## src/rtl/uart_pkg.sv

```systemverilog
// Shared constants, divider helper and receive-FSM state encoding for the UART slice.
package uart_pkg;

  localparam int unsigned CLK_HZ_DEFAULT = 24_000_000;
  localparam int unsigned BAUD_DEFAULT   = 57_600;
  localparam int unsigned OVERSAMPLE     = 16;
  localparam int unsigned STATE_W        = 3;

  typedef logic [STATE_W-1:0] state_t;

  localparam state_t ST_IDLE  = 3'd0;
  localparam state_t ST_START = 3'd1;
  localparam state_t ST_DATA  = 3'd2;
  localparam state_t ST_STOP  = 3'd3;
  localparam state_t ST_BREAK = 3'd4;

  // Clocks per oversampling tick (integer division, truncating).
  function automatic int unsigned calc_div(input int unsigned clk_hz,
                                           input int unsigned baud,
                                           input int unsigned os);
    return clk_hz / (baud * os);
  endfunction

endpackage

```

## src/rtl/uart_rx_tick.sv

```systemverilog
// Oversampling tick generator: one-cycle tick every DIV clocks, realignable via restart.
module uart_rx_tick #(
  parameter int unsigned DIV = 26
) (
  input  logic clki,
  input  logic rstn,
  input  logic restart,
  output logic tick
);

  localparam int unsigned CNT_W = (DIV > 1) ? $clog2(DIV) : 1;
  localparam logic [CNT_W-1:0] CNT_MAX = CNT_W'(DIV - 1);

  logic [CNT_W-1:0] cnt_q;
  logic [CNT_W-1:0] cnt_d;

  // Restart wins over the terminal count so the new phase starts cleanly at 0.
  always_comb begin
    tick  = 1'b0;
    cnt_d = cnt_q + CNT_W'(1);
    if (restart) begin
      cnt_d = '0;
    end else if (cnt_q == CNT_MAX) begin
      cnt_d = '0;
      tick  = 1'b1;
    end
  end

  always_ff @(posedge clki) begin
    if (!rstn) cnt_q <= '0;
    else       cnt_q <= cnt_d;
  end

endmodule

```

## src/rtl/uart_rx.sv

```systemverilog
// 8N1 UART receiver: 2-flop synchroniser, 16x oversampled centre-sampling FSM and
// a valid/ready holding register with framing-error and overrun pulses.
module uart_rx
  import uart_pkg::*;
#(
  parameter int unsigned CLK_HZ = CLK_HZ_DEFAULT,
  parameter int unsigned BAUD   = BAUD_DEFAULT
) (
  input  logic       clki,
  input  logic       rstn,
  input  logic       rx,
  output logic [7:0] dout,
  output logic       dvalid,
  input  logic       dready,
  output logic       ferr,
  output logic       overrun,
  output logic       busy
);

  localparam int unsigned DIV    = calc_div(CLK_HZ, BAUD, OVERSAMPLE);
  localparam int unsigned TCNT_W = $clog2(OVERSAMPLE);
  localparam logic [TCNT_W-1:0] T_HALF = TCNT_W'(OVERSAMPLE / 2 - 1);
  localparam logic [TCNT_W-1:0] T_LAST = TCNT_W'(OVERSAMPLE - 1);

  logic [1:0]        sync_q;
  logic              rx_s;
  state_t            state_q, state_d;
  logic [TCNT_W-1:0] tcnt_q, tcnt_d;
  logic [2:0]        bcnt_q, bcnt_d;
  logic [7:0]        shreg_q, shreg_d;
  logic [7:0]        dout_q, dout_d;
  logic              dvalid_q, dvalid_d;
  logic              ferr_q, ferr_d;
  logic              overrun_q, overrun_d;
  logic              busy_q, busy_d;
  logic              restart;
  logic              tick;
  logic              load;

  assign rx_s = sync_q[1];

  uart_rx_tick #(
    .DIV (DIV)
  ) u_tick (
    .clki    (clki),
    .rstn    (rstn),
    .restart (restart),
    .tick    (tick)
  );

  // Next-state, datapath and holding-register logic.
  always_comb begin
    state_d   = state_q;
    tcnt_d    = tcnt_q;
    bcnt_d    = bcnt_q;
    shreg_d   = shreg_q;
    restart   = 1'b0;
    load      = 1'b0;
    ferr_d    = 1'b0;
    dout_d    = dout_q;
    dvalid_d  = dvalid_q;
    overrun_d = 1'b0;

    case (state_q)
      ST_IDLE: begin
        if (!rx_s) begin
          state_d = ST_START;
          tcnt_d  = '0;
          restart = 1'b1;
        end
      end
      ST_START: begin
        if (tick) begin
          if (tcnt_q == T_HALF) begin
            if (!rx_s) begin
              state_d = ST_DATA;
              tcnt_d  = '0;
              bcnt_d  = '0;
            end else begin
              state_d = ST_IDLE;
            end
          end else begin
            tcnt_d = tcnt_q + TCNT_W'(1);
          end
        end
      end
      ST_DATA: begin
        if (tick) begin
          if (tcnt_q == T_LAST) begin
            shreg_d = {rx_s, shreg_q[7:1]};
            tcnt_d  = '0;
            bcnt_d  = bcnt_q + 3'd1;
            if (bcnt_q == 3'd7) state_d = ST_STOP;
          end else begin
            tcnt_d = tcnt_q + TCNT_W'(1);
          end
        end
      end
      ST_STOP: begin
        if (tick) begin
          if (tcnt_q == T_LAST) begin
            tcnt_d = '0;
            if (rx_s) begin
              load    = 1'b1;
              state_d = ST_IDLE;
            end else begin
              ferr_d  = 1'b1;
              state_d = ST_BREAK;
            end
          end else begin
            tcnt_d = tcnt_q + TCNT_W'(1);
          end
        end
      end
      ST_BREAK: begin
        if (rx_s) state_d = ST_IDLE;
      end
      default: state_d = ST_IDLE;
    endcase

    // A load coinciding with an accept replaces the byte without flagging overrun.
    if (load) begin
      dout_d    = shreg_q;
      dvalid_d  = 1'b1;
      overrun_d = dvalid_q && !dready;
    end else if (dvalid_q && dready) begin
      dvalid_d = 1'b0;
    end

    busy_d = (state_d != ST_IDLE);
  end

  always_ff @(posedge clki) begin
    if (!rstn) begin
      sync_q    <= 2'b11;
      state_q   <= ST_IDLE;
      tcnt_q    <= '0;
      bcnt_q    <= '0;
      shreg_q   <= '0;
      dout_q    <= '0;
      dvalid_q  <= 1'b0;
      ferr_q    <= 1'b0;
      overrun_q <= 1'b0;
      busy_q    <= 1'b0;
    end else begin
      sync_q    <= {sync_q[0], rx};
      state_q   <= state_d;
      tcnt_q    <= tcnt_d;
      bcnt_q    <= bcnt_d;
      shreg_q   <= shreg_d;
      dout_q    <= dout_d;
      dvalid_q  <= dvalid_d;
      ferr_q    <= ferr_d;
      overrun_q <= overrun_d;
      busy_q    <= busy_d;
    end
  end

  assign dout    = dout_q;
  assign dvalid  = dvalid_q;
  assign ferr    = ferr_q;
  assign overrun = overrun_q;
  assign busy    = busy_q;

endmodule

```

## config.mk

```make
export PLATFORM = sky130hd
export DESIGN_NAME = uart_rx
export DESIGN_NICKNAME = d
export VERILOG_FILES = /design/src/rtl/uart_pkg.sv /design/src/rtl/uart_rx_tick.sv /design/src/rtl/uart_rx.sv
export SDC_FILE = /design/constraint.sdc
export NUM_CORES = 1
export LEC_CHECK = 0
export CAP_MARGIN = 20
export CORE_ASPECT_RATIO = 0.75
export CORE_MARGIN = 5
export CORE_UTILIZATION = 50
export CTS_CLUSTER_DIAMETER = 60
export DETAILED_ROUTE_END_ITERATION = 16
export GPL_TIMING_DRIVEN = 0
export PLACE_DENSITY_LB_ADDON = 0.2
export SLEW_MARGIN = 20
export SYNTH_ARGS = -nofsm -noshare
export SYNTH_HDL_FRONTEND = slang
export SYNTH_SLANG_ARGS = --single-unit
```

## constraint.sdc

```tcl
create_clock -name clki -period 1.55 [get_ports clki]
set_input_delay 0.2325 -clock clki [delete_from_list [all_inputs] [get_ports clki]]
set_output_delay 0.2325 -clock clki [all_outputs]
set_load 0.01 [all_outputs]
```

==> Word-level counts from Yosys, hierarchy flattened <==
Cells that the tools add are included.
W data, S select, Z words.
{ "classes": {"add_sub_neg": 3, "eq_ne": 14, "mux": 34, "bitwise_logic": 1, "n_reduce_logical": 15} }
{ "ops": {"columns": ["op", "count"], "rows": [
  ["$mux W3", 15],
  ["$mux W4", 5],
  ["$pmux W3 S5", 1],
  ["$pmux W4 S3", 1],
  ["$mux W1", 10],
  ["$ne A2 B2 Y1 const B", 5],
  ["$eq A3 B2 Y1 const B", 2],
  ["$eq A3 B3 Y1 const B", 2],
  ["$pmux W3 S2", 1],
  ["$reduce_and A3 Y1", 2],
  ["$reduce_and A6 Y1", 1],
  ["$reduce_bool A3 Y1", 2],
  ["$add A5 B1 Y5 const B", 1],
  ["$eq A5 B5 Y1 const B", 1],
  ["$add A4 B1 Y4 const B", 1],
  ["$eq A4 B3 Y1 const B", 1],
  ["$eq A4 B4 Y1 const B", 1],
  ["$reduce_and A4 Y1", 1],
  ["$reduce_bool A2 Y1", 2],
  ["$add A3 B1 Y3 const B", 1],
  ["$eq A3 B1 Y1 const B", 1],
  ["$logic_not A3 Y1", 1],
  ["$reduce_or A3 Y1", 1],
  ["$logic_and A1 B1 Y1", 2],
  ["6 further kinds", 6]
]} }
{ "totals": {"reg_bits": 37, "in_bits": 4} }

==> Longest topological paths before layout <==
{ "logic_depth": {"word_depth": 6, "ltp_mapped": 8, "depth_no_buf": 6} }

==> By module <==
From an unflattened synthesis, not the netlist that was laid out.
{ "hier_totals": {"hier_cells": 159, "area_unflattened_um2": 1601.5} }
{ "by_module_without_submodules": {"columns": ["mod", "n_inst", "cells_per_inst", "area_each_um2", "seq_area_each_um2"], "rows": [
  ["uart_rx", 1, 138, 1393.8, 640.6],
  ["uart_rx_tick", 1, 21, 207.7, 100.1]
]} }

==> Worst setup path after synthesis <==
Ideal clock, no wire load.
{ "synth_path": {"kind": "flip-flop to flip-flop", "from": "register u_tick.cnt_q[0]", "to": "register shreg_q[6]", "arrival_ns": 1.455, "required_time_ns": 1.422, "path_slack_ns": -0.032, "stages_incl_launch_ff": 6, "n_path_buf": 0, "period_less_slack_ns": 1.582, "path_cell_list": "dfxtp_1 -> ha_1 -> nand4b_1 -> nor3_4 -> mux2i_1 -> nor2_1"} }
{ "synth_via": {"elab_chain_cells": 4} }
{ "synth_lines": {"columns": ["element", "line", "rtl"], "rows": [
  ["from (decl)", "uart_rx_tick.sv:14", "logic [CNT_W-1:0] cnt_q;"],
  ["from (signal assigned)", "uart_rx_tick.sv:31", "else cnt_q <= cnt_d;"],
  ["$eq A5 B5 Y1", "uart_rx_tick.sv:23", "end else if (cnt_q == CNT_MAX) begin"],
  ["$mux W1", "uart_rx_tick.sv:23", null],
  ["$mux W1", "uart_rx_tick.sv:21", "if (restart) begin"],
  ["$reduce_and A3 Y1 (no source line)", null, null],
  ["to (signal assigned)", "uart_rx.sv:150", "shreg_q <= shreg_d;"],
  ["to (decl)", "uart_rx.sv:30", "logic [7:0] shreg_q, shreg_d;"]
]} }
No other way between the ends.
A chain may end at the register's enable or synchronous reset.

==> Worst setup path in the final report <==
{ "layout_path": {"from": "register tcnt_q[0]", "to": "register busy_q (netlist: busy)"} }
{ "layout_via": {"elab_chain_cells": 5, "elab_cells_between_ends": 10, "classes_between": "eq/ne (2); mux (7); reduce/logical (1)"} }
{ "layout_lines": {"columns": ["element", "line", "rtl"], "rows": [
  ["from (decl)", "uart_rx.sv:28", "logic [TCNT_W-1:0] tcnt_q, tcnt_d;"],
  ["from (signal assigned)", "uart_rx.sv:148", "tcnt_q <= tcnt_d;"],
  ["$eq A4 B4 Y1 or $eq A4 B3 Y1 (tied branches)", "uart_rx.sv:89, uart_rx.sv:101, uart_rx.sv:74", null],
  ["$mux W3 (on tied branches)", "uart_rx.sv:101, uart_rx.sv:74, uart_rx.sv:89", null],
  ["$mux W3 (on tied branches)", "uart_rx.sv:100, uart_rx.sv:73, uart_rx.sv:88", null],
  ["$pmux W3 S5 (*)", "uart_rx.sv:64", "case (state_q)"],
  ["$reduce_bool A3 Y1 (*)", "uart_rx.sv:130", "busy_d = (state_d != ST_IDLE);"],
  ["to (signal assigned)", "uart_rx.sv:155", "busy_q <= busy_d;"],
  ["to (decl)", "uart_rx.sv:35", "logic busy_q, busy_d;"]
]} }
Mark *: on every way between the ends. The rest lies on a longest branch, timed or not.

==> impl_metrics.tcl <==
set metrics [dict create \
    htree_levels 2 \
    grt_first_pass_wirelength_um 5940 \
    cts_buffer_depth 2 \
    clk_pin_slew_ns 0.07 \
    root_buffer "clkbuf_8" \
    slew_headroom_pct 68.2 \
    fin_area_um2 2120 \
    fp.dieW_um 75.4 \
    violations "negative setup slack" \
    place_inst 224 \
    drtIter0Drc 87 \
    seq_area_frac_synth_pct 46.2 \
    critPathKind "flip-flop to flip-flop" \
    vias 1372 \
    grt_overflow 0 \
    synth.avg_cell_area_um2 9.38 \
    fmax_mhz 573 \
    die_h_um 59.1 \
    cp_slowest_cell "dfxtp_4" \
    core_area_um2 3020 \
    r2r-end "busy" \
    fin_cells 243 \
    holdPathEnd "sync_q[1]" \
    cap_violations 0 \
    via_per_inst 5.65 \
    yosys-top-cells-area "dfxtp_1 46%, mux2i_1 12%, nor2_1 6.6%, ha_1 3.9%, nand3_1 2.8%" \
    post-synth-top-count-cell "dfxtp_1" \
    leakage_nw 0.872 \
    slew_viol_final 0 \
    num_rows 17 \
    crit_fanout 7 \
    hold_ws_ns 0.424 \
    routed_wl_um 3770 \
    die_area_um2 4450 \
    cpPeakStageDelay_ns 0.39 \
    ys.flop_type "dfxtp_1" \
    crit_chain "ha_4 -> and3_4 -> nand3_1 -> a32o_2 -> or3_1" \
    yosysTopAreaCell "dfxtp_1" \
    synth_fp_nets 180 \
    fin_crit_sh_pct 113 \
    arrival_ns 1.91 \
    dr.pass1.iters 4 \
    start_util_pct 53.1 \
    portBuffers 15 \
    hold_viol_final 0 \
    reg2reg_depth 5 \
    setup_viol 18 \
    tritoncts "yes" \
    nets 213 \
    vdd_ir_drop_max_uv 875 \
    areaGrowthSynthToFinish_pct 32.2 \
    synthDistinctLibCells 37 \
    r2r_setup_slack_ns -0.20 \
    wl_per_cell_um 15.5 \
    synthArstFlopShare_pct 0 \
    synth_edf_count 0 \
    antenna_found_initial 0 \
    skew_ns 0.00653 \
    netlist_area_um2 1600 \
    ant_nets 0 \
    setup-tns-final_ns -1.05 \
    worstMarginPinSlew_ns 0.476 \
    crit_path_end_kind "flip-flop" \
    grt_pass1_vias 1342 \
    p_per_area_nw_per_um2 804 \
    status "finished, violations left" \
    timing.rr.start "tcnt_q[0]" \
    antennaDiodeCount 0 \
    fin_crit_ns 1.75 \
    rsz0062_at_grt "true" \
    post_dp_cell_area_um2 1820 \
    cts-buffers-inserted 5 \
    clk_latency_ns 0.28 \
    hold_path_depth 1 \
    synthTopCellsByCount "37 x dfxtp_1, 28 x nor2_1, 20 x mux2i_1" \
    syn_inst 171 \
    ys_seq_elements 37 \
    routabilityCongestion 0.925 \
    yosysTopAreaCellShare_pct 46.2 \
    grt_max_degree 12 \
    io_pins 16 \
    yosysWarningCount 0 \
    dp_hpwl_um 2530 \
    worst_slack_ns -0.196 \
    dp_slack_ns -0.461 \
    drive_above_1_share_pct 24.4 \
    hp-start "sync_q[0]" \
    crit_required_ns 1.71 \
    drcViolationCount 0 \
    grt_usage_pct 17.2 \
    cts.sinks 37 \
    hp-class "flip-flop to flip-flop" \
    cp-start-kind "flip-flop" \
]
flip-flops by register name (all words and copies together) (netlist names):
| signal | cells |
|---|---|
| overrun | 1 |
| dvalid | 1 |
| tcnt_q | 4 |
| bcnt_q | 3 |
| shreg_q | 8 |
| busy | 1 |
| u_tick.cnt_q | 5 |
| dout | 8 |
| state_q | 3 |
| sync_q | 2 |
| ferr | 1 |
worst max path at each step:
stage / startpoint / end / slack (ns) / depth (start not counted)
3_5_place_dp: rstn / dout[2] / -0.46 / 5
4_1_cts: rstn / tcnt_q[3] / -0.09 / 5
6_report: tcnt_q[0] / busy / -0.20 / 5
2_1_floorplan: tcnt_q[0] / busy / 0.001 / 5
3_3_place_gp: rstn / dout[7] / -0.38 / 5
5_1_grt: u_tick.cnt_q[1] / busy / -0.23 / 7
kinds of logic (layout without fill, tap and decap cells):
| logic type | after synthesis | count (layout) | share of synthesized area [%] |
|---|---|---|---|
| buf+inv | 12 | 46 | 3.59 |
| xor+xnor | 4 | 4 | 2.18 |
| fa+ha+maj | 5 | 5 | 3.90 |
| compound gates | 21 | 21 | 8.74 |
| flops | 37 | 37 | 46.2 |
| simple gates | 72 | 72 | 22.9 |
| mux | 20 | 20 | 12.5 |
what timing repair did:
item | 4_1_cts | 5_1_grt
gates cloned | 0 | 1
endpoints found under the setup margin | 24 | 29
hold buffers | 0 | 0
pin swaps | 3 | 14
gates resized for setup | 18 | 22
setup buffers | 6 | 5
metrics by stage:
stage / total power, mW / util, %
after floorplan: 1.04 / -
after global placement: 1.07 / 60.2
after detailed placement: 1.07 / 60.2
after CTS: 1.70 / 65.9
after global routing: 1.76 / 70.2
final: 1.70 / 70.2
layout by cell type (no fill, tap or decap), types with 3 or more instances in the layout:
master	instances
ha_1	3
dfxtp_4	3
nand2_1	11
clkbuf_8	5
clkbuf_2	4
buf_4	8
buf_2	3
a21oi_1	4
nor2_1	26
mux2i_1	20
dfxtp_1	32
buf_6	4
nand2b_1	5
clkdlybuf4s50_1	15
nand3_1	9
critical path: cells and delay by family, from the launching register on:
| kind | cells | cell delay (ns) |
|---|---|---|
| simple gates | 3 | 0.74 |
| flops | 1 | 0.39 |
| fa+ha+maj | 1 | 0.20 |
| compound gates | 1 | 0.30 |
routing by layer:
layer  global-route usage [%]  wire, um  vias up  part of all wire, %
met5                        0         0        -                    0
li1                         -         -      679                    -
met2                     25.2      1750       35                   46
met1                     23.9      1850      658                   49
met4                     6.23         0        0                    0
met3                     5.08       174        0                  4.6
report_power, final:
part / switching (mW) / total, mW / internal, mW
logic: 0.0507 / 0.0904 / 0.0397
clock network: 0.330 / 0.641 / 0.311
registers: 0.0136 / 0.973 / 0.959
total: 0.394 / 1.70 / 1.31
cell type report:
type	count	area [um2]
sequential	37	754
tap	38	47.5
inverter	3	11.3
clock buffer	6	72.6
timing repair buffer	27	258
fill	220	900
multi-input combinational	122	915
buffer	8	52.6
clock inverter	2	10.0
(Power assumes the default switching activity.)
==> RTL change 1: new RTL, same flow settings <==
Put one more register stage on the output `ferr`. The value now appears one clock later. The other outputs are not delayed to match.
--- a/src/rtl/uart_rx.sv
+++ b/src/rtl/uart_rx.sv
@@ -159,5 +159,7 @@
   assign dout    = dout_q;
   assign dvalid  = dvalid_q;
-  assign ferr    = ferr_q;
+  always_ff @(posedge clki) begin
+    ferr <= ferr_q;
+  end
   assign overrun = overrun_q;
   assign busy    = busy_q;
Check against the original RTL: same outputs for any inputs over 10 cycles, from zero or initial values and one cycle with rstn low; that may be too few to reach the edited logic, so the function may still have changed.
==> RTL change 1 against the unedited design <==
- setup slack improved by 0.054 ns
- design area rose by 7.6%
- critical endpoint is now shreg_q[4]
- total power rose by 5.0%
- the run still ends with negative setup slack left
- highest routed layer is now met4
- via count is 5.8% higher
- largest power group unchanged
- largest cell class unchanged
- area after synthesis grew 5.1%
- routed wire length rose by 9.8%
- critical path type unchanged
- sequential cell count up 1
- fmax is 3.2% higher
==> RTL change 1: results (changes against the unedited design) <==
Cell variety after synth = 45 (was 37)
Worst ir drop on vdd = 481 µV (was 875 µV)
Setup_tns = -1.50 ns (was -1.05 ns)
Area contributors post-synth = dfxtp_1 (45%), mux2i_1 (6.5%), nand2_1 (5.3%), ha_1 (3.7%), a21boi_0 (3.6%) (was dfxtp_1 (46%), mux2i_1 (12%), nor2_1 (6.6%), ha_1 (3.9%), nand3_1 (2.8%))
Worst Hold Depth = 0 (was 1)
Sequential share of cell area = 34.2% (was 35.6%)
Final Setup Violations = 20 (was 18)
Yosys warns = 0 (unchanged)
Final Max Slew Viols = 0 (unchanged)
Run status = finished with violations (unchanged)
R2R Path Start = u_tick.cnt_q[1] (was tcnt_q[0])
Initial DRC count = 130 (was 87)
Overall Global Routing Usage = 18.0% (was 17.2%)
LEAKAGE = 0.000826 µW (was 0.000872 µW)
Top Family by Delay on Critical Path = simple AND/OR/NAND/NOR gates (unchanged)
R2R Path End = shreg_q[4] (was busy)
Filler instances = 221 (was 220)
Final nets = 217 (was 213)
Setup WS pre-CTS = -0.254 ns (was -0.461 ns)
R2r worst-path depth = 7 (was 5)
Seq cells = 38 (was 37)
Layout cells sized above 1 = 32.1% (was 24.4%)
Post-DP HPWL = 2.50 mm (was 2.53 mm)
Inverters = 5 (was 3)
Number of buffers created by CTS = 5 (unchanged)
Clock buf/inv share = 4.00% (was 3.89%)
Wire per inst = 16.6 µm (was 15.5 µm)
Worst endpoint data arrival time = 1.88 ns (was 1.91 ns)
Worst skew pair latency = 0.29 ns
CLK BUF = 7 (was 6)
Drt pass-1 iters = 5 (was 4)
Hold path start = ferr_q (was sync_q[0])
Crit path max fanout = 8 (was 7)
Ys async rst share = 0% (unchanged)
GP Congestion = 0.894 (was 0.925)
GRT met3 Usage = 5.12% (was 5.08%)
Skew final = 0.00474 ns (was 0.00653 ns)
M1 GR Usage = 22.9% (was 23.9%)
Crit-path max cell delay = 0.60 ns (was 0.39 ns)
Global-route wire length before repair = 6.56 mm (was 5.94 mm)
Global routing usage on met2 = 29.1% (was 25.2%)
Fraction of area in multi-input gates = 45.5% (was 43.1%)
Share of the yosys chip area belonging to registers = 45.1% (was 46.2%)
Slowest-stage cell, CP = or4_4 (was dfxtp_4)
Hold Path End = ferr (was sync_q[1])
Vias/cell = 5.83 (was 5.65)
Signal buffers = 34 (was 35)
Post-synth top cells = dfxtp_1 (38), nand2_1 (24), mux2i_1 (11), nor2_1 (9), nor2b_1 (9) (was dfxtp_1 (37), nor2_1 (28), mux2i_1 (20), nand2_1 (11), nand3_1 (9))
Failing checks = negative setup slack (unchanged)
Post-Syn Nets = 185 (was 180)
Data buffer area share = 13.3% (was 14.6%)
Setup slack after layout = -0.142 ns (was -0.196 ns)
Multi-input gates = 124 (was 122)
Vias in the first global route = 1384 (was 1342)
Worst-margin pin slew = 0.625 ns (was 0.476 ns)
[RTL change 1: report_power, final]
| group | internal, µW | switching, µW |
|---|---|---|
| logic | 46.3 | 52.7 |
| clock network | 359 | 336 |
| registers | 985 | 11.8 |
[RTL change 1: through the flow]
step                      area [µm²]  instances  hold slack, ns
after global routing            2280        249           0.350
after global placement          1920        231           0.314
after floorplan                 1720        176           0.306
after detailed placement        1920        231           0.312
final                           2280        249           0.329
after CTS                       2150        249           0.329
[RTL change 1: worst register-to-register path, cell delays in order (launching register included)]
cell,delay (ns)
dfxtp_2,0.33
inv_2,0.06
ha_4,0.14
nand4b_4,0.11
buf_4,0.15
or4_4,0.60
nand2_1,0.15
a21boi_2,0.06
[RTL change 1: cell families after synthesis]
logic type,after synthesis,synth area share (%)
flops,38,45.1
fa+ha+maj,5,3.71
compound gates,28,12.4
simple gates,76,26.1
mux,11,6.53
buf+inv,14,4.01
xor+xnor,4,2.08
[RTL change 1: what timing repair did]
item,in CTS,in global routing
setup endpoints to repair,28,33
hold endpoints to repair,0,0
setup buffers,9,2
pin swaps,6,15
gates cloned,1,0
gates resized for setup,16,48
[RTL change 1: worst max path at each step]
stage | start | end | depth (start not counted)
4_1_cts | u_tick.cnt_q[1] | busy | 7
3_5_place_dp | u_tick.cnt_q[1] | busy | 7
2_1_floorplan | u_tick.cnt_q[1] | busy | 7
5_1_grt | u_tick.cnt_q[1] | dout[7] | 9
6_report | u_tick.cnt_q[1] | shreg_q[4] | 7
3_3_place_gp | u_tick.cnt_q[1] | busy | 7
[RTL change 1: per-layer routing]
metal	vias up	share of wire, %
met5	-	0
met4	0	3.4
met3	20	6.3
met2	62	49
met1	685	41
li1	684	-
==> RTL change 2: new RTL, same flow settings <==
Made on the original files. `STATE_W`: 3 -> 6.
--- a/src/rtl/uart_pkg.sv
+++ b/src/rtl/uart_pkg.sv
@@ -5,5 +5,5 @@
   localparam int unsigned BAUD_DEFAULT   = 57_600;
   localparam int unsigned OVERSAMPLE     = 16;
-  localparam int unsigned STATE_W        = 3;
+  localparam int unsigned STATE_W        = 6;
 
   typedef logic [STATE_W-1:0] state_t;
Formal check against the unedited RTL: no difference found for any inputs over 10 cycles, from zero or initial values and one cycle with rstn low; that may be too few to reach the edited logic, so the function may still have changed.
==> RTL change 2 against the unedited design <==
- the run still ends with negative setup slack left
- largest cell class unchanged
- routed wire length up 29%
- fmax rose by 2.8%
- area after synthesis up 10%
- hold slack worse by 0.087 ns
- sequential cell count rose by 3
- critical path type unchanged
- total power rose by 11%
- design area grew 18%
- sequential power rose by 8%
- setup slack improved by 0.047 ns
==> RTL change 2: results (changes against the unedited design) <==
Run status = finished with violations (unchanged)
Failing checks = negative setup slack (unchanged)
Crit-path max cell delay = 0.48 ns (was 0.39 ns)
Worst Hold Depth = 2 (was 1)
Final Setup Violations = 22 (was 18)
Setup_tns = -1.85 ns (was -1.05 ns)
Post-synth top cells = dfxtp_1 (40), nand3_1 (24), a21oi_1 (21), nand2_1 (15), nor2_1 (13) (was dfxtp_1 (37), nor2_1 (28), mux2i_1 (20), nand2_1 (11), nand3_1 (9))
Compound-gate portion of the synthesized area = 15.5% (was 8.74%)
Post-Synth Adder-Cell Area = 3.54% (was 3.90%)
DP Area = 1970 µm² (was 1820 µm²)
Wire per inst = 17.2 µm (was 15.5 µm)
Mux share of post-synthesis cell area = 1.70% (was 12.5%)
Met2 wire len = 2.10 mm (was 1.75 mm)
Worst ir drop on vdd = 647 µV (was 875 µV)
Met3 wire len = 463 µm (was 174 µm)
Filler instances = 208 (was 220)
Vias in the first global route = 1594 (was 1342)
Port Buffer Count = 14 (was 15)
Skew final = 0.00623 ns (was 0.00653 ns)
Worst Setup SP = u_tick.cnt_q[1] (was tcnt_q[0])
Post-CTS Setup Repair Bufs = 13 (was 6)
Setup slack after layout = -0.149 ns (was -0.196 ns)
Worst endpoint data arrival time = 1.94 ns (was 1.91 ns)
M1 wire length = 2.07 mm (was 1.85 mm)
Power Density = 755 nW/µm² (was 804 nW/µm²)
-- RTL change 2: worst max-delay path by stage --
| stage | to | slack (ns) | cells past startpoint |
|---|---|---|---|
| 5_1_grt | busy | -0.20 | 7 |
| 2_1_floorplan | busy | -0.06 | 5 |
| 3_3_place_gp | dout[7] | -0.24 | 6 |
| 4_1_cts | busy | -0.14 | 4 |
| 3_5_place_dp | bcnt_q[0] | -0.28 | 7 |
| 6_report | busy | -0.15 | 7 |
-- RTL change 2: layout make-up --
type / instances / area share (%)
multi-input cells: 144 / 44.8
flip-flops and latches: 40 / 32.9
repair buffers: 39 / 13.6
clock buffers: 7 / 3.85
plain buffers: 8 / 2.10
well taps: 40 / 2.00
inverters: 5 / 0.750
-- RTL change 2: where the power goes --
group / switching, µW / internal [µW] / total, µW
combinational: 56.6 / 40.6 / 97.2
sequential: 14.1 / 1040 / 1050
clock: 345 / 396 / 741
